## src/rtl/motion_update_broadcaster.sv

```systemverilog
// Motion-update broadcast transmitter: buffers particle records, frames each run with
// motion_update_enable and pulses done once the caches have settled. Optional macro: MU_BCAST_DST_CHECK_EN.
module motion_update_broadcaster #(
  parameter int DATA_WIDTH      = 32,
  parameter int CELL_ID_WIDTH   = 4,
  parameter int FIFO_DEPTH      = 8,
  parameter int FIFO_ADDR_WIDTH = 3,
  parameter int CNT_WIDTH       = 16,
  parameter int SETTLE_CYCLES   = 3
`ifdef MU_BCAST_DST_CHECK_EN
  ,
  parameter int X_MAX           = 3,
  parameter int Y_MAX           = 3,
  parameter int Z_MAX           = 3
`endif
) (
  input  logic                       clk,
  input  logic                       rst,
  input  logic                       start,
  input  logic                       upd_valid,
  output logic                       upd_ready,
  input  logic [3*DATA_WIDTH-1:0]    upd_data,
  input  logic [3*CELL_ID_WIDTH-1:0] upd_dst_cell,
  input  logic                       upd_done,
  output logic                       motion_update_enable,
  output logic [3*DATA_WIDTH-1:0]    out_data,
  output logic [3*CELL_ID_WIDTH-1:0] out_data_dst_cell,
  output logic                       out_data_valid,
  output logic [CNT_WIDTH-1:0]       bcast_count,
  output logic                       done,
  output logic                       dst_err
);
  localparam int REC_W    = 3 * DATA_WIDTH;
  localparam int DST_W    = 3 * CELL_ID_WIDTH;
  localparam int ENT_W    = REC_W + DST_W;
  localparam int SETTLE_W = (SETTLE_CYCLES > 2) ? $clog2(SETTLE_CYCLES) : 1;
  localparam logic [FIFO_ADDR_WIDTH:0] PTR_ONE    = {{FIFO_ADDR_WIDTH{1'b0}}, 1'b1};
  localparam logic [CNT_WIDTH-1:0]     CNT_ONE    = {{(CNT_WIDTH-1){1'b0}}, 1'b1};
  localparam logic [SETTLE_W-1:0]      SETTLE_ONE = {{(SETTLE_W-1){1'b0}}, 1'b1};
  localparam logic [SETTLE_W-1:0]      SETTLE_INI = SETTLE_W'(SETTLE_CYCLES - 1);

  typedef enum logic [1:0] {
    ST_IDLE   = 2'd0,
    ST_BCAST  = 2'd1,
    ST_SETTLE = 2'd2,
    ST_DONE   = 2'd3
  } state_t;

  state_t                   state_q, state_d;
  logic [FIFO_ADDR_WIDTH:0] wr_ptr_q, wr_ptr_d;
  logic [FIFO_ADDR_WIDTH:0] rd_ptr_q, rd_ptr_d;
  logic [ENT_W-1:0]         mem_q [FIFO_DEPTH];
  logic                     enable_q, enable_d;
  logic                     valid_q, valid_d;
  logic                     done_q, done_d;
  logic                     done_seen_q, done_seen_d;
  logic                     dst_err_q, dst_err_d;
  logic [REC_W-1:0]         data_q, data_d;
  logic [DST_W-1:0]         dst_q, dst_d;
  logic [CNT_WIDTH-1:0]     count_q, count_d;
  logic [SETTLE_W-1:0]      settle_q, settle_d;
  logic                     fifo_empty_s, fifo_full_s, ready_s, accept_s, push_s, dst_ok_s;
  logic [ENT_W-1:0]         head_s;

`ifdef MU_BCAST_DST_CHECK_EN
  function automatic logic dst_legal(input logic [DST_W-1:0] dst);
    logic [CELL_ID_WIDTH-1:0] cx, cy, cz;
    {cx, cy, cz} = dst;
    return (int'(cx) <= X_MAX) && (int'(cy) <= Y_MAX) && (int'(cz) <= Z_MAX);
  endfunction

  assign dst_ok_s = dst_legal(upd_dst_cell);
`else
  assign dst_ok_s = 1'b1;
`endif

  // Pointers carry one extra wrap bit so full and empty are distinguishable.
  assign fifo_empty_s = (wr_ptr_q == rd_ptr_q);
  assign fifo_full_s  = (wr_ptr_q[FIFO_ADDR_WIDTH] != rd_ptr_q[FIFO_ADDR_WIDTH]) &&
                        (wr_ptr_q[FIFO_ADDR_WIDTH-1:0] == rd_ptr_q[FIFO_ADDR_WIDTH-1:0]);
  assign ready_s      = (state_q == ST_BCAST) && !fifo_full_s;
  assign accept_s     = upd_valid && ready_s;
  assign push_s       = accept_s && dst_ok_s;
  assign head_s       = mem_q[rd_ptr_q[FIFO_ADDR_WIDTH-1:0]];

  // Next-state and next-output computation for the broadcast sequencer.
  always_comb begin
    state_d     = state_q;
    wr_ptr_d    = wr_ptr_q;
    rd_ptr_d    = rd_ptr_q;
    enable_d    = enable_q;
    done_seen_d = done_seen_q;
    dst_err_d   = dst_err_q;
    count_d     = count_q;
    settle_d    = settle_q;
    valid_d     = 1'b0;
    data_d      = '0;
    dst_d       = '0;
    done_d      = 1'b0;
    case (state_q)
      ST_IDLE: begin
        if (start) begin
          state_d     = ST_BCAST;
          enable_d    = 1'b1;
          count_d     = '0;
          dst_err_d   = 1'b0;
          done_seen_d = 1'b0;
          wr_ptr_d    = '0;
          rd_ptr_d    = '0;
        end else begin
          state_d = ST_IDLE;
        end
      end
      ST_BCAST: begin
        if (push_s) begin
          wr_ptr_d = wr_ptr_q + PTR_ONE;
        end else begin
          wr_ptr_d = wr_ptr_q;
        end
        if (accept_s && !dst_ok_s) begin
          dst_err_d = 1'b1;
        end else begin
          dst_err_d = dst_err_q;
        end
        if (upd_done) begin
          done_seen_d = 1'b1;
        end else begin
          done_seen_d = done_seen_q;
        end
        // Drain takes priority; the run only closes once the buffer is empty.
        if (!fifo_empty_s) begin
          rd_ptr_d        = rd_ptr_q + PTR_ONE;
          valid_d         = 1'b1;
          {dst_d, data_d} = head_s;
          if (count_q != {CNT_WIDTH{1'b1}}) begin
            count_d = count_q + CNT_ONE;
          end else begin
            count_d = count_q;
          end
        end else if (done_seen_q) begin
          enable_d = 1'b0;
          state_d  = ST_SETTLE;
          settle_d = SETTLE_INI;
        end else begin
          state_d = ST_BCAST;
        end
      end
      ST_SETTLE: begin
        if (settle_q == '0) begin
          state_d = ST_DONE;
        end else begin
          settle_d = settle_q - SETTLE_ONE;
        end
      end
      ST_DONE: begin
        done_d  = 1'b1;
        state_d = ST_IDLE;
      end
      default: begin
        state_d  = ST_IDLE;
        enable_d = 1'b0;
      end
    endcase
  end

  // Sequencer, pointer and output registers.
  always_ff @(posedge clk or negedge rst) begin
    if (!rst) begin
      state_q     <= ST_IDLE;
      wr_ptr_q    <= '0;
      rd_ptr_q    <= '0;
      enable_q    <= 1'b0;
      valid_q     <= 1'b0;
      done_q      <= 1'b0;
      done_seen_q <= 1'b0;
      dst_err_q   <= 1'b0;
      data_q      <= '0;
      dst_q       <= '0;
      count_q     <= '0;
      settle_q    <= '0;
    end else begin
      state_q     <= state_d;
      wr_ptr_q    <= wr_ptr_d;
      rd_ptr_q    <= rd_ptr_d;
      enable_q    <= enable_d;
      valid_q     <= valid_d;
      done_q      <= done_d;
      done_seen_q <= done_seen_d;
      dst_err_q   <= dst_err_d;
      data_q      <= data_d;
      dst_q       <= dst_d;
      count_q     <= count_d;
      settle_q    <= settle_d;
    end
  end

  // Record storage; contents are don't-care until written, so no reset.
  always_ff @(posedge clk) begin
    if (push_s) begin
      mem_q[wr_ptr_q[FIFO_ADDR_WIDTH-1:0]] <= {upd_dst_cell, upd_data};
    end
  end

  assign upd_ready            = ready_s;
  assign motion_update_enable = enable_q;
  assign out_data             = data_q;
  assign out_data_dst_cell    = dst_q;
  assign out_data_valid       = valid_q;
  assign bcast_count          = count_q;
  assign done                 = done_q;
  assign dst_err              = dst_err_q;
endmodule

```

## config.mk

```make
export PLATFORM = sky130hd
export DESIGN_NAME = motion_update_broadcaster
export DESIGN_NICKNAME = d
export VERILOG_FILES = /design/src/rtl/motion_update_broadcaster.sv
export SDC_FILE = /design/constraint.sdc
export NUM_CORES = 1
export LEC_CHECK = 0
export ABC_AREA = 1
export CAP_MARGIN = 20
export CORE_ASPECT_RATIO = 0.7
export CORE_MARGIN = 2
export CORE_UTILIZATION = 35
export CTS_BUF_LIST = sky130_fd_sc_hd__clkbuf_4
export DETAILED_ROUTE_END_ITERATION = 6
export PLACE_DENSITY = 0.51
export SLEW_MARGIN = 20
export SYNTH_ARGS = -nofsm -noshare
export SYNTH_HDL_FRONTEND = slang
export SYNTH_SLANG_ARGS = --single-unit
```

## constraint.sdc

```tcl
create_clock -name clk -period 20.5 [get_ports clk]
set_input_delay 4.1 -clock clk [delete_from_list [all_inputs] [get_ports clk]]
set_output_delay 4.1 -clock clk [all_outputs]
set_load 0.01 [all_outputs]
```

==> impl_metrics.ini <==
[timing]
grt_setup_unrepaired = false
slew_viol_final = 0
maxSlewHeadroom_pct = 24.1
final.period_utilization_pct = 38.4
setup_total_negative_slack_ns = 0
skew_ns = 0.0680
fin_worst_hold_slack_ns = 0.484
tightest_slew_ns = 1.14
finalCriticalPeriod_ns = 7.87
maxClockFrequency_ghz = 0.127
post-route-worst-setup-slack_ns = 12.63
final-hold-violation-count = 0
timing.final.setup_violations = 0

[critical_path]
timing.critical_path.cells = inv_4 -> nand2_1 -> nand2_1 -> inv_1 -> nand3_1 -> nand2_1 -> inv_1 -> clkdlybuf4s50_1
worstSetupPathType = register to output port
crit_path_frequent_cell = sky130_fd_sc_hd__nand2_1
critical_path_data_required_time_ns = 16.40
cp_slowest_stage_delay_ns = 0.73
startpoint_type = register
worst_ep_arrival_time_ns = 3.77
critical_path_peak_fanout = 56
setup.worst_path.end_class = output port
cp_slowest_cell = sky130_fd_sc_hd__inv_4

[power_and_ir_drop]
power_density_nw_per_um2 = 127
peakVddDrop_mv = 0.140
cellLeakagePower_nw = 15.6

[routing]
routed-via-count = 24330
drt-initial-drc-count = 1632
detail_route.wirelength.met1_microns = 42700
wl_per_cell_microns = 20.2
met2RoutedLength_microns = 46800
drt_pre_antenna_iters = 6
wl_microns = 98200
met3RoutedLength_microns = 6330
detail_route.drc_violations = 0
route.top_layer_used = met5
vias_per_cell = 5.02
postRouteAntennaNets = 0

[global_routing]
grt_max_degree = 245
antenna_found_initial = 14
overall_global_routing_resource_usage_pct = 17.6
global_route_wire_length_before_repair_microns = 148000
via_count_of_the_first_global_routing_pass = 24690
globalRoute.totalOverflow = 0

[job]
max_cap_violations = 0

[final_layout]
post_route_cells_drive_above_1_share_pct = 13.1
finalCoreUtilization_pct = 41.7
area_growth_pct = 18.4
nets = 3302

[clocking]
cts.sink_count = 1004
cts-hold-fix-buffers = 0
cts_buffers = 240
cts.repair_timing.setup_buffer_count = 0
clk_pin_slew_ns = 0.07
htree_num_levels = 4
clock_latency_ns = 1.12
clock-root-buffer = sky130_fd_sc_hd__clkbuf_4
clockBufferDepth = 3
tritoncts_clock_tree = done
cts_repair_resize_count = 0

[synth]
synthDistinctLibCells = 30
synthCells = 2859
syn_nets = 2976
avgSynthCellArea_sq_um = 13.3
yosys_warnings = 0
number_of_synthesized_register_bits = 1004
ys_seq_area_share_pct = 77.5
netlist_area_sq_um = 38000

[floorplan]
num_rows = 101
ioPinCount = 242
die_footprint_sq_um = 111000
width_of_the_die_microns = 398
placeableCoreArea_sq_um = 108000
dieHeight_microns = 280
floorplan.initialDensity_pct = 35.2

[place]
hpwlAfterDp_microns = 50200
buffer_ports.inserted = 240
pre_cts_ws_ns = 12.81
gp_congestion = 0.790

[status]
result_of_the_run = complete, no violations

[worst_hold_path]
hp-class = register to register
state kept, by name, summed over array words and instances, names as in the netlist, 2 cells and up, named ones only:
name and count:
rd_ptr_q 4, bcast_count 16, mem_q 864, out_data 96, out_data_dst_cell 12, settle_q 2
wr_ptr_q 4
worst paths after layout:
kind,startpoint,cells after the start,slack (ns),to
max,rd_ptr_q[2],8,12.63,upd_ready
min,settle_q[0],2,0.48,settle_q[0]
max reg2reg,rd_ptr_q[2],11,15.43,mem_q[2][59]
min reg2reg,settle_q[0],2,0.48,settle_q[0]
max in group asynchronous,rst,2,16.41,out_data[54]
min in group asynchronous,rst,1,2.93,state_q[0]
where the power goes:
part	internal [mW]	leakage (nW)	switching, mW
clock	0.885	1.94	0.796
sequential	2.46	9.66	0.0774
combinational	0.451	3.95	1.07
cell usage after synthesis:
cell type / number / area [sq um]
sky130_fd_sc_hd__inv_1: 30 / 113
sky130_fd_sc_hd__buf_2: 51 / 255
sky130_fd_sc_hd__a21oi_1: 108 / 541
sky130_fd_sc_hd__o21bai_1: 3 / 22.5
sky130_fd_sc_hd__o21ai_1: 7 / 35.0
sky130_fd_sc_hd__clkbuf_2: 1 / 5.00
sky130_fd_sc_hd__inv_2: 2 / 7.51
sky130_fd_sc_hd__nand2_2: 1 / 6.26
sky130_fd_sc_hd__o21ai_0: 438 / 2190
sky130_fd_sc_hd__edfxtp_1: 864 / 25900
sky130_fd_sc_hd__nor3_1: 3 / 15.0
sky130_fd_sc_hd__o22ai_1: 216 / 1350
sky130_fd_sc_hd__nand2_4: 2 / 22.5
sky130_fd_sc_hd__buf_6: 3 / 33.8
sky130_fd_sc_hd__ha_1: 4 / 50.1
sky130_fd_sc_hd__clkbuf_1: 106 / 398
sky130_fd_sc_hd__nor2_1: 476 / 1790
sky130_fd_sc_hd__nand2_1: 335 / 1260
sky130_fd_sc_hd__nor2_2: 3 / 18.8
sky130_fd_sc_hd__nand3_1: 19 / 95.1
sky130_fd_sc_hd__nand3_2: 1 / 10.0
sky130_fd_sc_hd__xnor2_1: 5 / 43.8
sky130_fd_sc_hd__buf_4: 20 / 150
sky130_fd_sc_hd__nand3_4: 1 / 17.5
sky130_fd_sc_hd__xor2_1: 6 / 52.6
sky130_fd_sc_hd__nor2_4: 1 / 11.3
sky130_fd_sc_hd__conb_1: 1 / 3.75
sky130_fd_sc_hd__buf_1: 5 / 18.8
sky130_fd_sc_hd__nand4_1: 7 / 43.8
sky130_fd_sc_hd__dfrtp_1: 140 / 3500
per-layer routing:
layer	vias to the layer above	track usage, %
li1	11255	-
met1	12135	23.0
met2	762	28.3
met3	168	3.76
met4	10	7.27
met5	-	0
area by class of cell:
cell class	instances	area [sq um]
Fill cell	9952	63000
Sequential cell	1004	29500
Multi-Input combinational cell	1637	7640
Clock buffer	369	2770
Timing Repair Buffer	270	2680
Tap cell	1442	1800
Clock inverter	89	499
Inverter	32	135
Antenna cell	7	17.5
cell usage in the layout, fill, tap and decap left out, types with 9 or more instances in the layout:
cell / n
sky130_fd_sc_hd__a21oi_1: 108
sky130_fd_sc_hd__clkdlybuf4s50_1: 239
sky130_fd_sc_hd__edfxtp_1: 864
sky130_fd_sc_hd__clkinv_2: 9
sky130_fd_sc_hd__nor2_1: 471
sky130_fd_sc_hd__nand3_1: 19
sky130_fd_sc_hd__clkbuf_4: 369
sky130_fd_sc_hd__inv_1: 28
sky130_fd_sc_hd__clkinv_1: 66
sky130_fd_sc_hd__dfrtp_1: 137
sky130_fd_sc_hd__nand2_1: 335
sky130_fd_sc_hd__o21ai_0: 438
sky130_fd_sc_hd__o22ai_1: 216
sky130_fd_sc_hd__buf_4: 26
per-stage QoR:
| stage | instance area [sq um] | total power, mW | std cells |
|---|---|---|---|
| finish | 45000 | 5.73 | 4850 |
| CTS | 45000 | 5.82 | 4843 |
| floorplan | 38000 | 3.54 | 2859 |
| global route | 45000 | 6.09 | 4849 |
| detailed placement | 41700 | 4.11 | 4385 |
| global placement | 41700 | 4.09 | 4384 |
cells by family after synthesis:
kind of cell,after synthesis,synth area share (%)
buffers and inverters,218,2.58
AND/OR/NAND/NOR,849,8.64
XOR/XNOR,11,0.253
flip-flops,1004,77.5
adder cells (fa/ha/maj),4,0.132
other,1,0.00987
AO/OA/AOI/OAI,772,10.9
critical path: cells and delay by family (launching register included):
family / cells / cell delay (ns)
simple gates: 4 / 0.44
flops: 1 / 0.72
buf+inv: 4 / 1.45
No activity file was read; power rests on OpenSTA's default activity.
